## config.mk

```make
export PLATFORM = sky130hd
export DESIGN_NAME = spi_ram_arbiter_flat
export DESIGN_NICKNAME = d
export VERILOG_FILES = /design/src/rtl/spi_ram_arbiter_if.sv /design/src/rtl/spi_ram_arbiter.sv /design/src/flat_wrapper.sv
export SDC_FILE = /design/constraint.sdc
export NUM_CORES = 1
export LEC_CHECK = 0
export CORE_UTILIZATION = 48
export CTS_CLUSTER_SIZE = 28
export DETAILED_ROUTE_END_ITERATION = 8
export PLACE_DENSITY = 0.8
export SYNTH_ARGS = -nofsm -noshare
export SYNTH_HDL_FRONTEND = slang
export SYNTH_SLANG_ARGS = --single-unit
```

## constraint.sdc

```tcl
create_clock -name clk -period 2.3 [get_ports clk]
set_clock_uncertainty 0.2 [all_clocks]
set_input_delay 0.46 -clock clk [delete_from_list [all_inputs] [get_ports clk]]
set_output_delay 0.46 -clock clk [all_outputs]
set_load 0.02 [all_outputs]
```

## src/rtl/spi_ram_arbiter_if.sv

```systemverilog
// ============================================================================
// Module : spi_ram_arbiter_if
// Brief  : Bus bundle for spi_ram_arbiter: two start/busy ports, controller link, status.
// Rev    : 1.0
// ============================================================================
`default_nettype none

interface spi_ram_arbiter_if #(
    parameter int ADDR_BITS = 16,
    parameter int DATA_BITS = 16
);
    logic [ADDR_BITS-1:0] a_addr;
    logic [DATA_BITS-1:0] a_data_in;
    logic                 a_start_read;
    logic                 a_start_write;
    logic [DATA_BITS-1:0] a_data_out;
    logic                 a_busy;

    logic [ADDR_BITS-1:0] b_addr;
    logic [DATA_BITS-1:0] b_data_in;
    logic                 b_start_read;
    logic                 b_start_write;
    logic [DATA_BITS-1:0] b_data_out;
    logic                 b_busy;

    logic [ADDR_BITS-1:0] ram_addr;
    logic [DATA_BITS-1:0] ram_data_in;
    logic                 ram_start_read;
    logic                 ram_start_write;
    logic [DATA_BITS-1:0] ram_data_out;
    logic                 ram_busy;

    logic                 owner;
    logic                 active;

    // Arbiter side
    modport slave (
        input  a_addr, a_data_in, a_start_read, a_start_write,
        output a_data_out, a_busy,
        input  b_addr, b_data_in, b_start_read, b_start_write,
        output b_data_out, b_busy,
        output ram_addr, ram_data_in, ram_start_read, ram_start_write,
        input  ram_data_out, ram_busy,
        output owner, active
    );

    // Requester / controller side
    modport master (
        output a_addr, a_data_in, a_start_read, a_start_write,
        input  a_data_out, a_busy,
        output b_addr, b_data_in, b_start_read, b_start_write,
        input  b_data_out, b_busy,
        input  ram_addr, ram_data_in, ram_start_read, ram_start_write,
        output ram_data_out, ram_busy,
        input  owner, active
    );
endinterface

`default_nettype wire

```

## src/rtl/spi_ram_arbiter.sv

```systemverilog
// ============================================================================
// Module : spi_ram_arbiter
// Brief  : Shares one spi_ram_controller between port A and port B.
//          Optional macro SPI_RAM_ARBITER_ROUND_ROBIN_EN selects round-robin grant.
// Rev    : 1.0
// ============================================================================
`default_nettype none

module spi_ram_arbiter #(
    parameter int ADDR_BITS = 16,
    parameter int DATA_BITS = 16
) (
    input  wire              clk,
    input  wire              rst_n,
    spi_ram_arbiter_if.slave bus
);

    typedef enum logic [1:0] {
        ST_IDLE  = 2'd0,
        ST_ISSUE = 2'd1,
        ST_ARMED = 2'd2,
        ST_WAIT  = 2'd3
    } state_t;

    state_t               state_q;
    logic                 a_pend_q, a_wr_q, b_pend_q, b_wr_q;
    logic [ADDR_BITS-1:0] a_addr_q, b_addr_q, ram_addr_q;
    logic [DATA_BITS-1:0] a_wdata_q, b_wdata_q, ram_wdata_q;
    logic [DATA_BITS-1:0] a_dout_q, b_dout_q;
    logic                 owner_q, active_q, ram_rd_q, ram_wr_q;
    logic                 grant_d;
    logic                 done, a_done, b_done, owner_wr, grant_wr;

    assign done     = (state_q == ST_WAIT) && !bus.ram_busy;
    assign a_done   = done && !owner_q;
    assign b_done   = done &&  owner_q;
    assign owner_wr = owner_q ? b_wr_q : a_wr_q;
    assign grant_wr = grant_d ? b_wr_q : a_wr_q;

    // Request capture; a latched request is frozen until its transaction completes.
    always_ff @(posedge clk) begin
        if (!rst_n) begin
            a_pend_q  <= 1'b0;
            a_wr_q    <= 1'b0;
            a_addr_q  <= '0;
            a_wdata_q <= '0;
        end else if (a_done) begin
            a_pend_q <= 1'b0;
        end else if (!a_pend_q && (bus.a_start_read || bus.a_start_write)) begin
            a_pend_q  <= 1'b1;
            a_wr_q    <= bus.a_start_write;
            a_addr_q  <= bus.a_addr;
            a_wdata_q <= bus.a_data_in;
        end
    end

    always_ff @(posedge clk) begin
        if (!rst_n) begin
            b_pend_q  <= 1'b0;
            b_wr_q    <= 1'b0;
            b_addr_q  <= '0;
            b_wdata_q <= '0;
        end else if (b_done) begin
            b_pend_q <= 1'b0;
        end else if (!b_pend_q && (bus.b_start_read || bus.b_start_write)) begin
            b_pend_q  <= 1'b1;
            b_wr_q    <= bus.b_start_write;
            b_addr_q  <= bus.b_addr;
            b_wdata_q <= bus.b_data_in;
        end
    end

`ifdef SPI_RAM_ARBITER_ROUND_ROBIN_EN
    // Reset value B makes A the first winner of a tie.
    logic last_owner_q;

    always_ff @(posedge clk) begin
        if (!rst_n) begin
            last_owner_q <= 1'b1;
        end else if (done) begin
            last_owner_q <= owner_q;
        end
    end

    always_comb begin
        grant_d = b_pend_q;
        if (a_pend_q && b_pend_q) begin
            grant_d = ~last_owner_q;
        end
    end
`else
    always_comb begin
        grant_d = b_pend_q && !a_pend_q;
    end
`endif

    always_ff @(posedge clk) begin
        if (!rst_n) begin
            state_q     <= ST_IDLE;
            owner_q     <= 1'b0;
            active_q    <= 1'b0;
            ram_rd_q    <= 1'b0;
            ram_wr_q    <= 1'b0;
            ram_addr_q  <= '0;
            ram_wdata_q <= '0;
            a_dout_q    <= '0;
            b_dout_q    <= '0;
        end else begin
            ram_rd_q <= 1'b0;
            ram_wr_q <= 1'b0;
            case (state_q)
                ST_IDLE: begin
                    if (a_pend_q || b_pend_q) begin
                        owner_q     <= grant_d;
                        active_q    <= 1'b1;
                        ram_addr_q  <= grant_d ? b_addr_q  : a_addr_q;
                        ram_wdata_q <= grant_d ? b_wdata_q : a_wdata_q;
                        ram_wr_q    <= grant_wr;
                        ram_rd_q    <= ~grant_wr;
                        state_q     <= ST_ISSUE;
                    end
                end
                ST_ISSUE: state_q <= ST_ARMED;
                // Controller busy lags start by a cycle, so it is not trusted here.
                ST_ARMED: state_q <= ST_WAIT;
                ST_WAIT: begin
                    if (!bus.ram_busy) begin
                        if (!owner_wr && !owner_q) a_dout_q <= bus.ram_data_out;
                        if (!owner_wr &&  owner_q) b_dout_q <= bus.ram_data_out;
                        active_q    <= 1'b0;
                        ram_addr_q  <= '0;
                        ram_wdata_q <= '0;
                        state_q     <= ST_IDLE;
                    end
                end
                default: state_q <= ST_IDLE;
            endcase
        end
    end

    assign bus.a_busy          = a_pend_q;
    assign bus.b_busy          = b_pend_q;
    assign bus.a_data_out      = a_dout_q;
    assign bus.b_data_out      = b_dout_q;
    assign bus.ram_addr        = ram_addr_q;
    assign bus.ram_data_in     = ram_wdata_q;
    assign bus.ram_start_read  = ram_rd_q & rst_n;
    assign bus.ram_start_write = ram_wr_q & rst_n;
    assign bus.owner           = owner_q;
    assign bus.active          = active_q;

endmodule

`default_nettype wire

```

## src/flat_wrapper.sv

```systemverilog
// flat-port wrapper written by rule: the top's interface ports become plain ports
module spi_ram_arbiter_flat 
#(
    parameter int ADDR_BITS = 16,
    parameter int DATA_BITS = 16
)
  (clk, rst_n, bus_a_addr, bus_a_data_in, bus_a_start_read, bus_a_start_write, bus_a_data_out, bus_a_busy, bus_b_addr, bus_b_data_in, bus_b_start_read, bus_b_start_write, bus_b_data_out, bus_b_busy, bus_ram_addr, bus_ram_data_in, bus_ram_start_read, bus_ram_start_write, bus_ram_data_out, bus_ram_busy, bus_owner, bus_active);
  spi_ram_arbiter_if #(.ADDR_BITS(ADDR_BITS), .DATA_BITS(DATA_BITS)) bus_i ();
  input  wire clk;
  input  wire rst_n;
  input wire logic [$bits(bus_i.a_addr)-1:0] bus_a_addr;
  input wire logic [$bits(bus_i.a_data_in)-1:0] bus_a_data_in;
  input wire logic [$bits(bus_i.a_start_read)-1:0] bus_a_start_read;
  input wire logic [$bits(bus_i.a_start_write)-1:0] bus_a_start_write;
  output wire logic [$bits(bus_i.a_data_out)-1:0] bus_a_data_out;
  output wire logic [$bits(bus_i.a_busy)-1:0] bus_a_busy;
  input wire logic [$bits(bus_i.b_addr)-1:0] bus_b_addr;
  input wire logic [$bits(bus_i.b_data_in)-1:0] bus_b_data_in;
  input wire logic [$bits(bus_i.b_start_read)-1:0] bus_b_start_read;
  input wire logic [$bits(bus_i.b_start_write)-1:0] bus_b_start_write;
  output wire logic [$bits(bus_i.b_data_out)-1:0] bus_b_data_out;
  output wire logic [$bits(bus_i.b_busy)-1:0] bus_b_busy;
  output wire logic [$bits(bus_i.ram_addr)-1:0] bus_ram_addr;
  output wire logic [$bits(bus_i.ram_data_in)-1:0] bus_ram_data_in;
  output wire logic [$bits(bus_i.ram_start_read)-1:0] bus_ram_start_read;
  output wire logic [$bits(bus_i.ram_start_write)-1:0] bus_ram_start_write;
  input wire logic [$bits(bus_i.ram_data_out)-1:0] bus_ram_data_out;
  input wire logic [$bits(bus_i.ram_busy)-1:0] bus_ram_busy;
  output wire logic [$bits(bus_i.owner)-1:0] bus_owner;
  output wire logic [$bits(bus_i.active)-1:0] bus_active;
  assign bus_i.a_addr = bus_a_addr;
  assign bus_i.a_data_in = bus_a_data_in;
  assign bus_i.a_start_read = bus_a_start_read;
  assign bus_i.a_start_write = bus_a_start_write;
  assign bus_a_data_out = bus_i.a_data_out;
  assign bus_a_busy = bus_i.a_busy;
  assign bus_i.b_addr = bus_b_addr;
  assign bus_i.b_data_in = bus_b_data_in;
  assign bus_i.b_start_read = bus_b_start_read;
  assign bus_i.b_start_write = bus_b_start_write;
  assign bus_b_data_out = bus_i.b_data_out;
  assign bus_b_busy = bus_i.b_busy;
  assign bus_ram_addr = bus_i.ram_addr;
  assign bus_ram_data_in = bus_i.ram_data_in;
  assign bus_ram_start_read = bus_i.ram_start_read;
  assign bus_ram_start_write = bus_i.ram_start_write;
  assign bus_i.ram_data_out = bus_ram_data_out;
  assign bus_i.ram_busy = bus_ram_busy;
  assign bus_owner = bus_i.owner;
  assign bus_active = bus_i.active;
  spi_ram_arbiter #(.ADDR_BITS(ADDR_BITS), .DATA_BITS(DATA_BITS)) u_core (.clk(clk), .rst_n(rst_n), .bus(bus_i));
endmodule
```

==> run_results.csv <==
group,metric,value,unit
status,status,"finished, final reports clean",
worst_setup_path,slowest_stage,"clkdlybuf4s50_1",
worst_setup_path,slowest_delay,0.64,ns
synthesis,synth_nets,680,
global_routing,antenna_found_initial,0,
timing,rsz0062_at_grt,"no",
worst_setup_path,worstSetupEndpointType,"primary output",
timing,final-max-slew-violation-count,0,
final_layout,stdcell_area,7930,sq um
routing,vias,4635,
final_layout,drive_above_1_share,0.1070,
die,die_w,110.6,um
global_routing,grt_max_degree,123,
synthesis,yosysTopAreaCell,"dfxtp_1",
worst_setup_path,cp.arrival,1.50,ns
synthesis,synthTopCellsByArea,"dfxtp_1 49%, mux2i_1 18%, nand2_1 13%",
clock_network,path_clk_slew,0.06,ns
clock_network,numCtsBuffers,17,
synthesis,synth_area,5657,sq um
final_layout,fin_nets,827,
routing,drt_iter0_drc,204,
timing,worst_pin_slew,0.4812,ns
clock_network,h-tree-depth,4,
worst_setup_path,path_buf_inv,1,
die,initial_utilization,0.4933,
worst_setup_path,rr_startpoint,"u_core.state_q[1]$_SDFFE_PN0P_",
global_routing,grt_pass1_vias,4775,
synthesis,synth-edff-count,0,
global_routing,grt_overflow_total,0,
placed_design,placed_cell_area,7346,sq um
final_layout,area_delta_synth_final,40.19,%
worst_setup_path,critPathKind,"reg -> out",
worst_setup_path,critical_path_required,1.64,ns
routing,viasPerCell,5.202,
die,io_pins,157,
timing,min_period,2.155,ns
synthesis,synthTopCellsByCount,"191 x nand2_1, 138 x dfxtp_1, 100 x mux2i_1, 32 x o2bb2ai_1, 25 x a21oi_1",
final_layout,antenna_cells,0,
pwr,ir_worst_vdd,0.0006355,V
synthesis,ys_ff_latch,138,
placed_design,portBuffers,156,
synthesis,synth_flop_cell,"dfxtp_1",
clock_network,tritoncts,"built",
die,die_h,110.6,um
pwr,p_leak,0.003161,uW
synthesis,async_flop_share,0,
placed_design,place.gp.congestion,0.8644,
routing,wirelength,14020,um
placed_design,placed_cells_incl_taps,859,
timing,whs,0.1906,ns
timing,fmax,0.4640,GHz
timing,setup_tns,0,ns
final_layout,multi_input_area,2606,sq um
worst_setup_path,crit_chain,"clkdlybuf4s50_1",
worst_setup_path,path_delay_family,"buffers and inverters",
synthesis,yosysSeqAreaShare,0.4884,
synthesis,ys_types,39,
timing,hold_violations,0,
final_layout,instances_no_fill,891,
synthesis,yosys_warnings,0,
synthesis,yosysTopAreaCellShare,0.4884,
die,dieArea,12220,sq um
routing,drtPass1Iterations,4,
job,cap_violations,0,
routing,ant_nets,0,
synthesis,avgSynthCellArea,9.620,sq um
clock_network,cts.sinks,138,
routing,drc_errors,0,
synthesis,yosysMostFrequentCell,"nand2_1",
global_routing,grt_pass1_wl,23230,um
timing,finalSetupViolCount,0,
final_layout,regArea,2765,sq um
worst_setup_path,cp-startpoint,"u_core.bus.b_busy$_SDFFE_PP0P_",
timing,period_share,0.9370,
timing,worst_slack,0.1450,ns
pwr,p_per_area,856.3,nW/um^2
clock_network,clock-root-buffer,"clkbuf_16",
die,core_area,11470,sq um
worst_hold_path,holdCritStartpoint,"rst_n",
die,rows,39,
placed_design,hpwl,9433,um
worst_hold_path,hp-class,"in -> reg",
routing,drt-wirelength-per-cell,15.74,um
global_routing,track_usage,0.2354,
timing,slew_headroom,0.6792,
placed_design,pre_cts_slack,0.03438,ns
worst_setup_path,cp-start-kind,"flip-flop",
final_layout,fill_cells,852,
worst_setup_path,crit_path_max_fanout,8,
synthesis,synth_cells,588,
clock_network,clk_path_buf_depth,2,
clock_network,clk_latency,0.41,ns
[placed cells by master, fill, tap and decap left out, types with 3 or more instances in the layout]
cell type and count:
buf_12 8, dfxtp_1 136, clkdlybuf4s50_1 155, o2bb2ai_1 32, inv_1 3, mux2i_1 100, buf_4 9, clkinv_2 4
a21oi_1 25, nand2_1 191, nand2_2 10, a21oi_2 10, nor2_1 3, clkinv_4 3, ha_1 5, clkbuf_16 17
[repair_timing]
item / in CTS / in global routing
setup endpoints to repair: 1 / 1
endpoints found under the hold margin: 0 / 0
buffers inserted: 0 / 0
hold buffers: 0 / 0
gates cloned: 0 / 0
gates resized for setup: 1 / 1
[worst paths after layout]
kind | end | slack [ns] | depth (start not counted)
worst min register to register | u_core.b_addr_q[3]$_SDFFE_PN0P_ | 0.26 | 2
worst max register to register | u_core.bus.ram_addr[4]$_SDFFE_PN0P_ | 0.35 | 6
worst max-delay path | bus_b_busy | 0.14 | 1
worst min-delay path | u_core.a_wr_q$_SDFFE_PN0P_ | 0.19 | 3
[cells by family after synthesis]
logic type               Yosys count  synth area share
multiplexers                     100            0.1770
buffers and inverters             49           0.05242
flip-flops                       138            0.4884
adder cells (fa/ha/maj)            5           0.01106
AND/OR/NAND/NOR                  219            0.1655
AO/OA/AOI/OAI                     77            0.1057
[final cells by class]
cell class / count / area share
Sequential cell: 138 / 0.3487
Multi-Input combinational cell: 401 / 0.3287
Tap cell: 143 / 0.02256
Clock buffer: 21 / 0.05806
Timing Repair Buffer: 172 / 0.2244
Inverter: 5 / 0.002367
Clock inverter: 11 / 0.01530
[through the flow]
stage	utilization	total power (uW)
final	0.6915	6790
after global routing	0.6915	7064
after CTS	0.6914	6833
after detailed placement	0.6406	4187
after global placement	0.6406	4144
after floorplan	-	3599
[state kept, by name, summed over array words and instances, names as in the netlist, 2 cells and up]
register                flops
u_core.bus.b_data_out      16
u_core.state_q              2
u_core.a_wdata_q           16
u_core.bus.ram_addr        16
u_core.b_wdata_q           16
u_core.b_addr_q            16
u_core.a_addr_q            16
u_core.bus.a_data_out      16
u_core.bus.ram_data_in     16
[report_power, final]
part | switching, uW | internal, uW
clock network | 993 | 1650
logic | 729 | 678
registers | 137 | 2600
[layer usage]
| metal | share of wire | routed length, um | track usage | vias up |
|---|---|---|---|---|
| met5 | 0 | 0 | 0 | - |
| met4 | 0.0086 | 121 | 0.08711 | 0 |
| met3 | 0.062 | 863 | 0.06476 | 11 |
| met2 | 0.49 | 6937 | 0.3921 | 158 |
| met1 | 0.44 | 6101 | 0.2899 | 2182 |
| li1 | - | - | - | 2284 |
[worst min-delay path, stage by stage]
cell and delay, ns:
buf_4 0.15, nand2_1 0.07, mux2i_1 0.06
No activity file was read; power rests on OpenSTA's default activity.
